[config.mk]
export PLATFORM = sky130hd
export DESIGN_NAME = mult_share_sched_flat
export DESIGN_NICKNAME = d
export VERILOG_FILES = /design/src/rtl/mult_share_sched_pkg.sv /design/src/rtl/mult_share_sched_if.sv /design/src/rtl/mult_share_sched_rr_arbiter.sv /design/src/rtl/mult_share_sched.sv /design/src/flat_wrapper.sv
export SDC_FILE = /design/constraint.sdc
export NUM_CORES = 1
export LEC_CHECK = 0
export ABC_AREA = 1
export CORE_AREA = 2 2 143 145
export DETAILED_ROUTE_END_ITERATION = 8
export DIE_AREA = 0 0 145 147
export GPL_TIMING_DRIVEN = 1
export PLACE_DENSITY = 0.62
export SETUP_SLACK_MARGIN = 0.05
export SLEW_MARGIN = 25
export SYNTH_ARGS = -nofsm -noshare
export SYNTH_HDL_FRONTEND = slang
export SYNTH_SLANG_ARGS = --single-unit
[constraint.sdc]
create_clock -name clk -period 2.74 [get_ports clk]
set_input_delay 0.548 -clock clk [delete_from_list [all_inputs] [get_ports clk]]
set_output_delay 0.548 -clock clk [all_outputs]
set_load 0.005 [all_outputs]
[src/rtl/mult_share_sched_pkg.sv]
// Shared types and widths for the mult_share_sched multiplier-sharing scheduler.
package mult_sched_pkg;

  localparam int OPND_W      = 24;
  localparam int PROD_W      = 48;
  localparam int PREC_W      = 2;
  localparam int MUL_LAT_DEF = 2;

  // Precision codes forwarded untouched to the shared multiplier.
  typedef enum logic [PREC_W-1:0] {
    PREC_FULL    = 2'd0,
    PREC_HALF    = 2'd1,
    PREC_QUARTER = 2'd2,
    PREC_RSVD    = 2'd3
  } prec_e;

  typedef enum logic [1:0] {
    ST_RUN   = 2'd0,
    ST_DRAIN = 2'd1,
    ST_IDLE  = 2'd2
  } sched_state_e;

endpackage

[src/rtl/mult_share_sched_if.sv]
// Requester, multiplier and drain-control signals of mult_share_sched, bundled as one interface.
interface mult_share_sched_if
  import mult_sched_pkg::*;
#(
  parameter int NUM_REQ = 4
) ();
  localparam int ID_W = $clog2(NUM_REQ);

  logic [NUM_REQ-1:0]        req_valid;
  logic [NUM_REQ-1:0]        req_ready;
  logic [NUM_REQ*PREC_W-1:0] req_prec;
  logic [NUM_REQ*OPND_W-1:0] req_a;
  logic [NUM_REQ*OPND_W-1:0] req_b;

  logic [PREC_W-1:0]         m_prec;
  logic [OPND_W-1:0]         m_a;
  logic [OPND_W-1:0]         m_b;
  logic [PROD_W-1:0]         m_c;

  logic [NUM_REQ-1:0]        rsp_valid;
  logic [ID_W-1:0]           rsp_id;
  logic [PROD_W-1:0]         rsp_data;

  logic                      drain_req;
  logic                      drain_done;

  modport slave (
    input  req_valid, req_prec, req_a, req_b, m_c, drain_req,
    output req_ready, m_prec, m_a, m_b, rsp_valid, rsp_id, rsp_data, drain_done
  );

  modport master (
    output req_valid, req_prec, req_a, req_b, m_c, drain_req,
    input  req_ready, m_prec, m_a, m_b, rsp_valid, rsp_id, rsp_data, drain_done
  );

endinterface

[src/rtl/mult_share_sched_rr_arbiter.sv]
// Round-robin arbiter: searches from the pointer upward with wrap, pointer moves past each winner.
module mult_rr_arbiter #(
  parameter int NUM_REQ = 4,
  parameter int ID_W    = $clog2(NUM_REQ)
) (
  input  logic               clk,
  input  logic               rst,
  input  logic [NUM_REQ-1:0] req,
  input  logic               enable,
  output logic [NUM_REQ-1:0] grant,
  output logic [ID_W-1:0]    gid
);

  logic [ID_W-1:0] ptr_q;
  logic [ID_W-1:0] sel;
  logic            found;

  always_comb begin
    grant = '0;
    gid   = '0;
    found = 1'b0;
    sel   = '0;
    for (int k = 0; k < NUM_REQ; k++) begin
      sel = ID_W'((int'(ptr_q) + k) % NUM_REQ);
      if (enable && !found && req[sel]) begin
        found      = 1'b1;
        grant[sel] = 1'b1;
        gid        = sel;
      end
    end
  end

  // A grant is only ever issued to a valid requester, so found means a transfer happened.
  always_ff @(posedge clk or posedge rst) begin
    if (rst) begin
      ptr_q <= '0;
    end else if (found) begin
      ptr_q <= (gid == ID_W'(NUM_REQ - 1)) ? '0 : gid + 1'b1;
    end
  end

endmodule

[src/rtl/mult_share_sched.sv]
// Shares one pipelined multiplier among NUM_REQ requesters with round-robin issue and ID-tagged results.
// Optional per-requester grant counters are built when MULT_SCHED_STATS_EN is defined.
module mult_share_sched
  import mult_sched_pkg::*;
#(
  parameter int NUM_REQ = 4,
  parameter int MUL_LAT = MUL_LAT_DEF
) (
  input  logic                    clk,
  input  logic                    rst,
  mult_share_sched_if.slave       bus
`ifdef MULT_SCHED_STATS_EN
  ,
  output logic [NUM_REQ*16-1:0]   grant_cnt
`endif
);

  localparam int ID_W = $clog2(NUM_REQ);

  sched_state_e                     state_q, state_d;
  logic                             grant_en;
  logic [NUM_REQ-1:0]               grant;
  logic [ID_W-1:0]                  gid;
  logic [MUL_LAT-1:0]               tag_vld;
  logic [MUL_LAT-1:0][ID_W-1:0]     tag_id;

  // Grants are also masked during reset so every output reads zero while rst is high.
  mult_rr_arbiter #(
    .NUM_REQ (NUM_REQ),
    .ID_W    (ID_W)
  ) u_arb (
    .clk    (clk),
    .rst    (rst),
    .req    (bus.req_valid),
    .enable (grant_en && !rst),
    .grant  (grant),
    .gid    (gid)
  );

  assign bus.req_ready = grant;

  always_ff @(posedge clk or posedge rst) begin
    if (rst) begin
      state_q <= ST_RUN;
    end else begin
      state_q <= state_d;
    end
  end

  always_comb begin
    state_d        = state_q;
    grant_en       = 1'b0;
    bus.drain_done = 1'b0;
    case (state_q)
      ST_RUN: begin
        if (bus.drain_req) state_d = ST_DRAIN;
        else               grant_en = 1'b1;
      end
      ST_DRAIN: begin
        if (!bus.drain_req)     state_d = ST_RUN;
        else if (tag_vld == '0) state_d = ST_IDLE;
      end
      ST_IDLE: begin
        bus.drain_done = bus.drain_req;
        if (!bus.drain_req) state_d = ST_RUN;
      end
      default: state_d = ST_RUN;
    endcase
  end

  always_comb begin
    bus.m_prec = '0;
    bus.m_a    = '0;
    bus.m_b    = '0;
    if (grant != '0) begin
      bus.m_prec = bus.req_prec[int'(gid)*PREC_W +: PREC_W];
      bus.m_a    = bus.req_a[int'(gid)*OPND_W +: OPND_W];
      bus.m_b    = bus.req_b[int'(gid)*OPND_W +: OPND_W];
    end
  end

  // The tag pipe mirrors the multiplier's registers so the last stage lines up with m_c.
  always_ff @(posedge clk or posedge rst) begin
    if (rst) begin
      tag_vld <= '0;
      tag_id  <= '0;
    end else begin
      tag_vld[0] <= (grant != '0);
      tag_id[0]  <= gid;
      for (int s = 1; s < MUL_LAT; s++) begin
        tag_vld[s] <= tag_vld[s-1];
        tag_id[s]  <= tag_id[s-1];
      end
    end
  end

  always_comb begin
    bus.rsp_valid = '0;
    bus.rsp_id    = '0;
    bus.rsp_data  = '0;
    if (tag_vld[MUL_LAT-1]) begin
      bus.rsp_valid[tag_id[MUL_LAT-1]] = 1'b1;
      bus.rsp_id                       = tag_id[MUL_LAT-1];
      bus.rsp_data                     = bus.m_c;
    end
  end

`ifdef MULT_SCHED_STATS_EN
  logic [NUM_REQ-1:0][15:0] cnt_q;

  always_ff @(posedge clk or posedge rst) begin
    if (rst) begin
      cnt_q <= '0;
    end else begin
      for (int i = 0; i < NUM_REQ; i++) begin
        if (grant[i] && cnt_q[i] != 16'hFFFF) cnt_q[i] <= cnt_q[i] + 16'd1;
      end
    end
  end

  assign grant_cnt = cnt_q;
`endif

endmodule

[src/flat_wrapper.sv]
// flat-port wrapper written by rule: the top's interface ports become plain ports
module mult_share_sched_flat import mult_sched_pkg::*;
#(
  parameter int NUM_REQ = 4,
  parameter int MUL_LAT = MUL_LAT_DEF
)
  (clk, rst, bus_req_valid, bus_req_prec, bus_req_a, bus_req_b, bus_m_c, bus_drain_req, bus_req_ready, bus_m_prec, bus_m_a, bus_m_b, bus_rsp_valid, bus_rsp_id, bus_rsp_data, bus_drain_done);
  mult_share_sched_if #(.NUM_REQ(NUM_REQ)) bus_i ();
  input  logic clk;
  input  logic rst;
  input wire logic [$bits(bus_i.req_valid)-1:0] bus_req_valid;
  input wire logic [$bits(bus_i.req_prec)-1:0] bus_req_prec;
  input wire logic [$bits(bus_i.req_a)-1:0] bus_req_a;
  input wire logic [$bits(bus_i.req_b)-1:0] bus_req_b;
  input wire logic [$bits(bus_i.m_c)-1:0] bus_m_c;
  input wire logic [$bits(bus_i.drain_req)-1:0] bus_drain_req;
  output wire logic [$bits(bus_i.req_ready)-1:0] bus_req_ready;
  output wire logic [$bits(bus_i.m_prec)-1:0] bus_m_prec;
  output wire logic [$bits(bus_i.m_a)-1:0] bus_m_a;
  output wire logic [$bits(bus_i.m_b)-1:0] bus_m_b;
  output wire logic [$bits(bus_i.rsp_valid)-1:0] bus_rsp_valid;
  output wire logic [$bits(bus_i.rsp_id)-1:0] bus_rsp_id;
  output wire logic [$bits(bus_i.rsp_data)-1:0] bus_rsp_data;
  output wire logic [$bits(bus_i.drain_done)-1:0] bus_drain_done;
  assign bus_i.req_valid = bus_req_valid;
  assign bus_i.req_prec = bus_req_prec;
  assign bus_i.req_a = bus_req_a;
  assign bus_i.req_b = bus_req_b;
  assign bus_i.m_c = bus_m_c;
  assign bus_i.drain_req = bus_drain_req;
  assign bus_req_ready = bus_i.req_ready;
  assign bus_m_prec = bus_i.m_prec;
  assign bus_m_a = bus_i.m_a;
  assign bus_m_b = bus_i.m_b;
  assign bus_rsp_valid = bus_i.rsp_valid;
  assign bus_rsp_id = bus_i.rsp_id;
  assign bus_rsp_data = bus_i.rsp_data;
  assign bus_drain_done = bus_i.drain_done;
  mult_share_sched #(.NUM_REQ(NUM_REQ), .MUL_LAT(MUL_LAT)) u_core (.clk(clk), .rst(rst), .bus(bus_i));
endmodule
### After elaboration in Yosys (flattened, before gate mapping)

Cells that the tools add are included.

| cells by class | value |
|---|---|
| $add $sub $neg | 4 |
| $mul | 1 |
| $lt $le $gt $ge | 10 |
| eq/ne operators | 6 |
| shifts and indexed selects | 3 |
| multiplexer cells | 45 |
| bitwise logic cells | 3 |
| reduce and logical (&&, ||, !) cells | 21 |

Operators by type and width:

| operator | count |
|---|---|
| 96-bit by 32-bit indexed part select with 24-bit output | 2 |
| 24-bit 2-to-1 mux | 2 |
| 48-bit 2-to-1 mux | 1 |
| 2-bit 2-to-1 mux | 11 |
| 4-bit 2-to-1 mux | 5 |
| 1-bit 2-to-1 mux | 16 |
| 2-bit by 3-bit < comparator with 1-bit output (second input constant) | 5 |
| 1-bit logical AND | 13 |
| 4-bit bitwise OR | 3 |
| 1-bit demux with 2-bit select | 5 |
| 2-bit by 1-bit >= comparator with 1-bit output (second input constant) | 5 |
| 1-bit binary-select mux with 2-bit select | 4 |
| 8-bit by 4-bit indexed part select with 2-bit output | 1 |
| 2-bit one-hot mux with 3 select lines | 1 |
| 2-bit by 1-bit adder with 2-bit output (second input constant) | 2 |
| 2-bit adder (second input constant) | 2 |
| 2-bit equality test (second input constant) | 2 |
| 1-bit zero test | 4 |
| 2-bit zero test | 2 |
| 2-bit by 2-bit multiplier with 4-bit output (second input constant) | 1 |
| 2-bit inequality test (second input constant) | 2 |
| 4-bit nonzero test | 1 |
| 3-bit by 2-bit inequality test with 1-bit output (second input constant) | 1 |
| 3-bit AND reduction | 1 |
| 2-bit by 1-bit equality test with 1-bit output (second input constant) | 1 |

| word-level totals | value |
|---|---|
| flip-flop bits (word level) | 10 |
| input bits | 255 |
| output and inout bits | 109 |

### Depth between registers and ports, before layout

| depth | value |
|---|---|
| word-level depth | 20 |
| depth in mapped cells | 16 |
| depth with buffers taken out | 13 |

### Cells and area by module

A second synthesis with hierarchy kept.

| unflattened totals | value |
|---|---|
| cell total of the unflattened synthesis | 807 |
| area total of the unflattened synthesis | 3671.0 µm² |

By module, submodules not included:

| module | instances | cells each | area each (µm²) | seq. area each (µm²) |
|---|---|---|---|---|
| mult_share_sched | 1 | 725 | 3163.0 | 200.2 |
| mult_rr_arbiter | 1 | 82 | 508.0 | 50.0 |

### Worst setup path before layout

Ideal clock, no wire load.

| timing path | value |
|---|---|
| path kind | reg2out |
| start | register u_core.u_arb.ptr_q[0] |
| end | output bus_m_b[10] |
| data arrival time | 2.215 ns |
| data required time | 2.192 ns |
| setup slack | -0.023 ns |
| stages on the path, launching flop included | 17 |
| path buffers | 3 |
| cell sequence | dfrtp_1 -> buf_6 -> inv_6 -> ha_1 -> inv_1 -> nand3_2 -> nand2_2 -> inv_2 -> o21bai_4 -> nand3_2 -> nand2_2 -> nand2_2 -> buf_6 -> buf_4 -> nand2_1 -> nand3_1 -> a21oi_1 |

| on the way | value |
|---|---|
| word-level cells in the longest chain between the ends | 19 |
| elaborated cells on any way between the ends | 59 |
| those cells by class | add/sub: 3; mul: 1; order compare: 8; shift: 1; mux: 28; bitwise: 3; reduce/logical: 15 |

RTL lines:

| element | RTL line | source |
|---|---|---|
| start, declared | mult_share_sched_rr_arbiter.sv:14 | `logic [ID_W-1:0] ptr_q;` |
| start signal, assigned | mult_share_sched_rr_arbiter.sv:38 | `ptr_q <= (gid == ID_W'(NUM_REQ - 1)) ? '0 : gid + 1'b1;` |
| 1-bit binary-select mux with 2-bit select | mult_share_sched_rr_arbiter.sv:25 | `if (enable && !found && req[sel]) begin` |
| 1-bit 2-to-1 mux (not written as such) | mult_share_sched_rr_arbiter.sv:25 |  |
| 1-bit logical AND | mult_share_sched_rr_arbiter.sv:25 |  |
| 1-bit 2-to-1 mux | mult_share_sched_rr_arbiter.sv:25 |  |
| 1-bit zero test | mult_share_sched_rr_arbiter.sv:25 |  |
| 1-bit logical AND (2 in a row) | mult_share_sched_rr_arbiter.sv:25 |  |
| 1-bit 2-to-1 mux | mult_share_sched_rr_arbiter.sv:25 |  |
| 1-bit zero test | mult_share_sched_rr_arbiter.sv:25 |  |
| 1-bit logical AND (2 in a row) | mult_share_sched_rr_arbiter.sv:25 |  |
| 1-bit 2-to-1 mux | mult_share_sched_rr_arbiter.sv:25 |  |
| 1-bit zero test | mult_share_sched_rr_arbiter.sv:25 |  |
| 1-bit logical AND (2 in a row) | mult_share_sched_rr_arbiter.sv:25 |  |
| 2-bit 2-to-1 mux | mult_share_sched_rr_arbiter.sv:25 |  |
| 2-bit by 2-bit multiplier with 4-bit output | mult_share_sched.sv:78 | `bus.m_b = bus.req_b[int'(gid)*OPND_W +: OPND_W];` |
| 96-bit by 32-bit indexed part select with 24-bit output | mult_share_sched.sv:78 |  |
| 24-bit 2-to-1 mux * | mult_share_sched.sv:75 | `if (grant != '0) begin` |
| end, declared | flat_wrapper.sv:20 | `output wire logic [$bits(bus_i.m_b)-1:0] bus_m_b;` |

Every way passes the cells marked *; elsewhere a longest branch is shown, timed or not. The select of a mux whose other input is x is not followed.

### Worst setup path after layout

| timing path | value |
|---|---|
| start | register u_core.u_arb.ptr_q[1] |
| end | output bus_m_a[18] |

| on the way | value |
|---|---|
| word-level cells in the longest chain between the ends | 19 |
| elaborated cells on any way between the ends | 59 |
| those cells by class | add/sub: 3; mul: 1; order compare: 8; shift: 1; mux: 28; bitwise: 3; reduce/logical: 15 |

RTL lines:

| element | RTL line | source |
|---|---|---|
| 1-bit binary-select mux with 2-bit select | mult_share_sched_rr_arbiter.sv:25 |  |
| 1-bit 2-to-1 mux (not written as such) | mult_share_sched_rr_arbiter.sv:25 |  |
| 1-bit logical AND | mult_share_sched_rr_arbiter.sv:25 |  |
| 1-bit 2-to-1 mux | mult_share_sched_rr_arbiter.sv:25 |  |
| 1-bit zero test | mult_share_sched_rr_arbiter.sv:25 |  |
| 1-bit logical AND (2 in a row) | mult_share_sched_rr_arbiter.sv:25 |  |
| 1-bit 2-to-1 mux | mult_share_sched_rr_arbiter.sv:25 |  |
| 1-bit zero test | mult_share_sched_rr_arbiter.sv:25 |  |
| 1-bit logical AND (2 in a row) | mult_share_sched_rr_arbiter.sv:25 |  |
| 1-bit 2-to-1 mux | mult_share_sched_rr_arbiter.sv:25 |  |
| 1-bit zero test | mult_share_sched_rr_arbiter.sv:25 |  |
| 1-bit logical AND (2 in a row) | mult_share_sched_rr_arbiter.sv:25 |  |
| 2-bit 2-to-1 mux | mult_share_sched_rr_arbiter.sv:25 |  |
| 2-bit by 2-bit multiplier with 4-bit output | mult_share_sched.sv:77 | `bus.m_a = bus.req_a[int'(gid)*OPND_W +: OPND_W];` |
| 96-bit by 32-bit indexed part select with 24-bit output | mult_share_sched.sv:77 |  |
| 24-bit 2-to-1 mux * | mult_share_sched.sv:75 |  |
| end, declared | flat_wrapper.sv:19 | `output wire logic [$bits(bus_i.m_a)-1:0] bus_m_a;` |

Marks and branches as above.

==> metrics.md <==
| Metric | Value |
|---|---|
| Area Growth Syn to Fin | 147% |
| Clock buffer depth | 2 |
| CP bufs+invs | 8 |
| Slew Viols, Final | 0 |
| CTS Buf Count | 3 |
| Initial Utilization | about a fifth |
| Fin area | around 10000 µm² |
| Cell area after synthesis | about 4000 µm² |
| Top sig layer | met4 |
| Dpl cell area | approximately 8300 µm² |
| Outcome | complete, but fails checks |
| Mapped Cells | 804 |
| Layout cells sized above 1 | between 30% and 40% |
| Total negative slack | -21.46 ns |
| Setup violations, final | 50 |
| Nets | 1529 |
| Die ar. | 21300 µm² |
| Most frequent cells in the layout | clkdlybuf4s50_1 (303), inv_1 (214), nand2_1 (142) |
| Vias per Instance | around 4.4 |
| Crit. End Element | output port |
| CTS Sinks | 10 |
| Most common cell after layout, fill and taps aside | clkdlybuf4s50_1 |
| Syn Nets | roughly 1100 |
| DRC errors left | 0 |
| Final period util | 121% |
| Slew @ Worst Pin | ~0.28 ns |
| Clock period minus worst slack | between 3 and 4 ns |
| Worst slack, placed | -0.858 ns |
| Failing checks | setup timing |
| Number of synthesized flops with an enable pin | 0 |
| Largest stage delay, worst path | approximately 0.37 ns |
| # rows | 52 |
| DP HPWL | roughly 16000 µm |
| Crit-path cells | inv_2, ha_4, nand3_4, nand2_4, inv_4, o21bai_4, nand3_4, nor2_4, nor2_4, nand2_2, nor2_4, clkbuf_16, buf_12, buf_12, buf_6, buf_6, a21oi_2, buf_2 |
| Dominant cell type by area after synthesis | nand3_1 |
| Post-route met1 wirelength | a little under 10000 µm |
| DRT antenna net count | 0 |
| Hold slack | around 0.35 ns |
| Synth Register Bits | 10 |
| DR WL/cell | around 15 µm |
| Top Family by Delay on Critical Path | buffers and inverters |
| Highest-delay cell along the critical path | dfrtp_1 |
| Avg Cell Area, Syn | 5.12 µm² |
| PnR worst setup slack | -0.566 ns |
| Maximum clock rate | 0.302 GHz |
| Drt pass-1 iters | 5 |
| Largest net degree at the start of global routing | 43 |
| Leak Pwr | 5.35 nW |
| Top cell type's share of synthesized area | about a fifth |
| Core area | 19800 µm² |
| CTS tree | done |
| Global-route wire length before repair | between 30000 and 40000 µm |
| Netlist cell types | 32 |
| Cell Pwr Density | between 900 and 1000 nW/µm² |
| Final GP Congestion | approximately 0.85 |
| Hold/Removal Path Class | reg2reg |
| GRT Resource Usage Total | 19.0% |
| Startpoint Class | flip-flop |
| Initial DRC Count | 250 |
| Worst Path Class, Setup | reg2out |
| Slew margin rel. | between 80% and 90% |
| Synthesis Warnings | 0 |
| Fin. Hold Viols | 0 |
| Number of port buffers | 363 |
| Die Ht | roughly 150 µm |
| # Max-Cap Violations | 0 |
| Placed cell count | around 1400 |
| CP required | 2.19 ns |
| Final cell count without fillers | 1536 |
| Crit path DAT | approximately 2.8 ns |
| Met3 WL | about 1600 µm |
| Ys async rst share | 100% |
| Worst Skew | approximately 0.0012 ns |
| Drt total wl | 23300 µm |
| Crit-path max FO | 6 |
| Post-synth top flop | dfrtp_1 |
| Synth top area cells | nand3_1 (20%), inv_1 (20%), nand2_1 (17%) |
| Worst-path clk slew | approximately 0.04 ns |
| Initial antenna violation count | 1 |
| Overflow left after global routing | 0 |
| RSZ-0062 raised after global routing | yes |
| Peak supply drop | about 0.46 mV |
| Vias in the first global route | 6248 |
| Most frequent CP cell | nor2_4 |
| H-tree depth | 1 |
| Clk_lat worst skew | around 0.23 ns |
| Die W | ~150 µm |
| Metal2 WL | 11400 µm |
| Seq/Total Area, Yosys | just over 6% |
| I/O pin count | approximately 360 |
| Root Driver | clkbuf_16 |
| Vias | 6707 |
-- cell usage after synthesis (2+ instances only) --
cell / instances
a21oi_1: 53
buf_2: 29
buf_4: 8
buf_6: 9
clkbuf_1: 7
dfrtp_1: 10
ha_1: 8
inv_1: 219
inv_2: 6
nand2_1: 186
nand2_2: 7
nand2_4: 3
nand3_1: 167
nand3_2: 6
nand3b_1: 50
nor2_1: 16
nor2_2: 2
nor2_4: 4
-- layer usage --
metal | track usage [%] | up-vias
met5 | 0 | -
met3 | 3.91 | 40
li1 | - | 3362
met2 | 33.3 | 282
met4 | 4.36 | 0
met1 | 23.9 | 3023
-- what timing repair did --
| item | in CTS | in global routing |
|---|---|---|
| endpoints found under the setup margin | 54 | 54 |
| cloned | 5 | 13 |
| hold buffers | 0 | 0 |
| pin swaps | 17 | 43 |
| buffers inserted | 23 | 71 |
| resized for setup | 190 | 261 |
-- registers in the layout, indices dropped and copies added (netlist names) --
signal / count
u_core.u_arb.ptr_q: 2
u_core.tag_id: 4
u_core.tag_vld: 2
u_core.state_q: 2
-- stage by stage --
step / utilization, % / total power [mW]
6_report: 51.2 / 9.66
5_1_grt: 51.2 / 10.3
4_1_cts: 44.4 / 7.39
3_5_place_dp: 41.6 / 6.15
3_3_place_gp: 41.6 / 6.11
2_1_floorplan: - / 3.50
-- final timing paths --
check                                               endpoint  depth (start not counted)  slack (ns)                               from
min in group asynchronous         u_core.tag_id[3]$_DFF_PP0_                          4        0.48                                rst
min reg2reg                       u_core.tag_id[2]$_DFF_PP0_                          0        0.35         u_core.tag_id[0]$_DFF_PP0_
max reg2reg                u_core.u_arb.ptr_q[1]$_DFFE_PP0P_                         16        0.26  u_core.u_arb.ptr_q[1]$_DFFE_PP0P_
max in group asynchronous  u_core.u_arb.ptr_q[0]$_DFFE_PP0P_                          4        2.11                                rst
min                               u_core.tag_id[2]$_DFF_PP0_                          0        0.35         u_core.tag_id[0]$_DFF_PP0_
max                                              bus_m_a[18]                         18       -0.57  u_core.u_arb.ptr_q[1]$_DFFE_PP0P_
-- report_power, final --
group	switching (mW)	internal, mW
Sequential	0.0460	0.210
Clock	0.0623	0.219
Combinational	4.42	4.70
Total	4.52	5.13
-- final cells by class --
type	instances	area, µm²
multi-input combinational	513	3410
tap	270	338
antenna	1	2.50
inverter	227	866
fill	1951	9690
sequential	10	251
timing repair buffer	511	5200
clock buffer	4	88.8
-- logic make-up after synthesis --
family          count (synthesis)  synth area share, %
compound gates                 57                 7.39
fa+ha+maj                       8                 2.43
buf+inv                       282                 29.8
flops                          10                 6.08
simple gates                  447                 54.3
No activity file was read; power rests on OpenSTA's default activity.
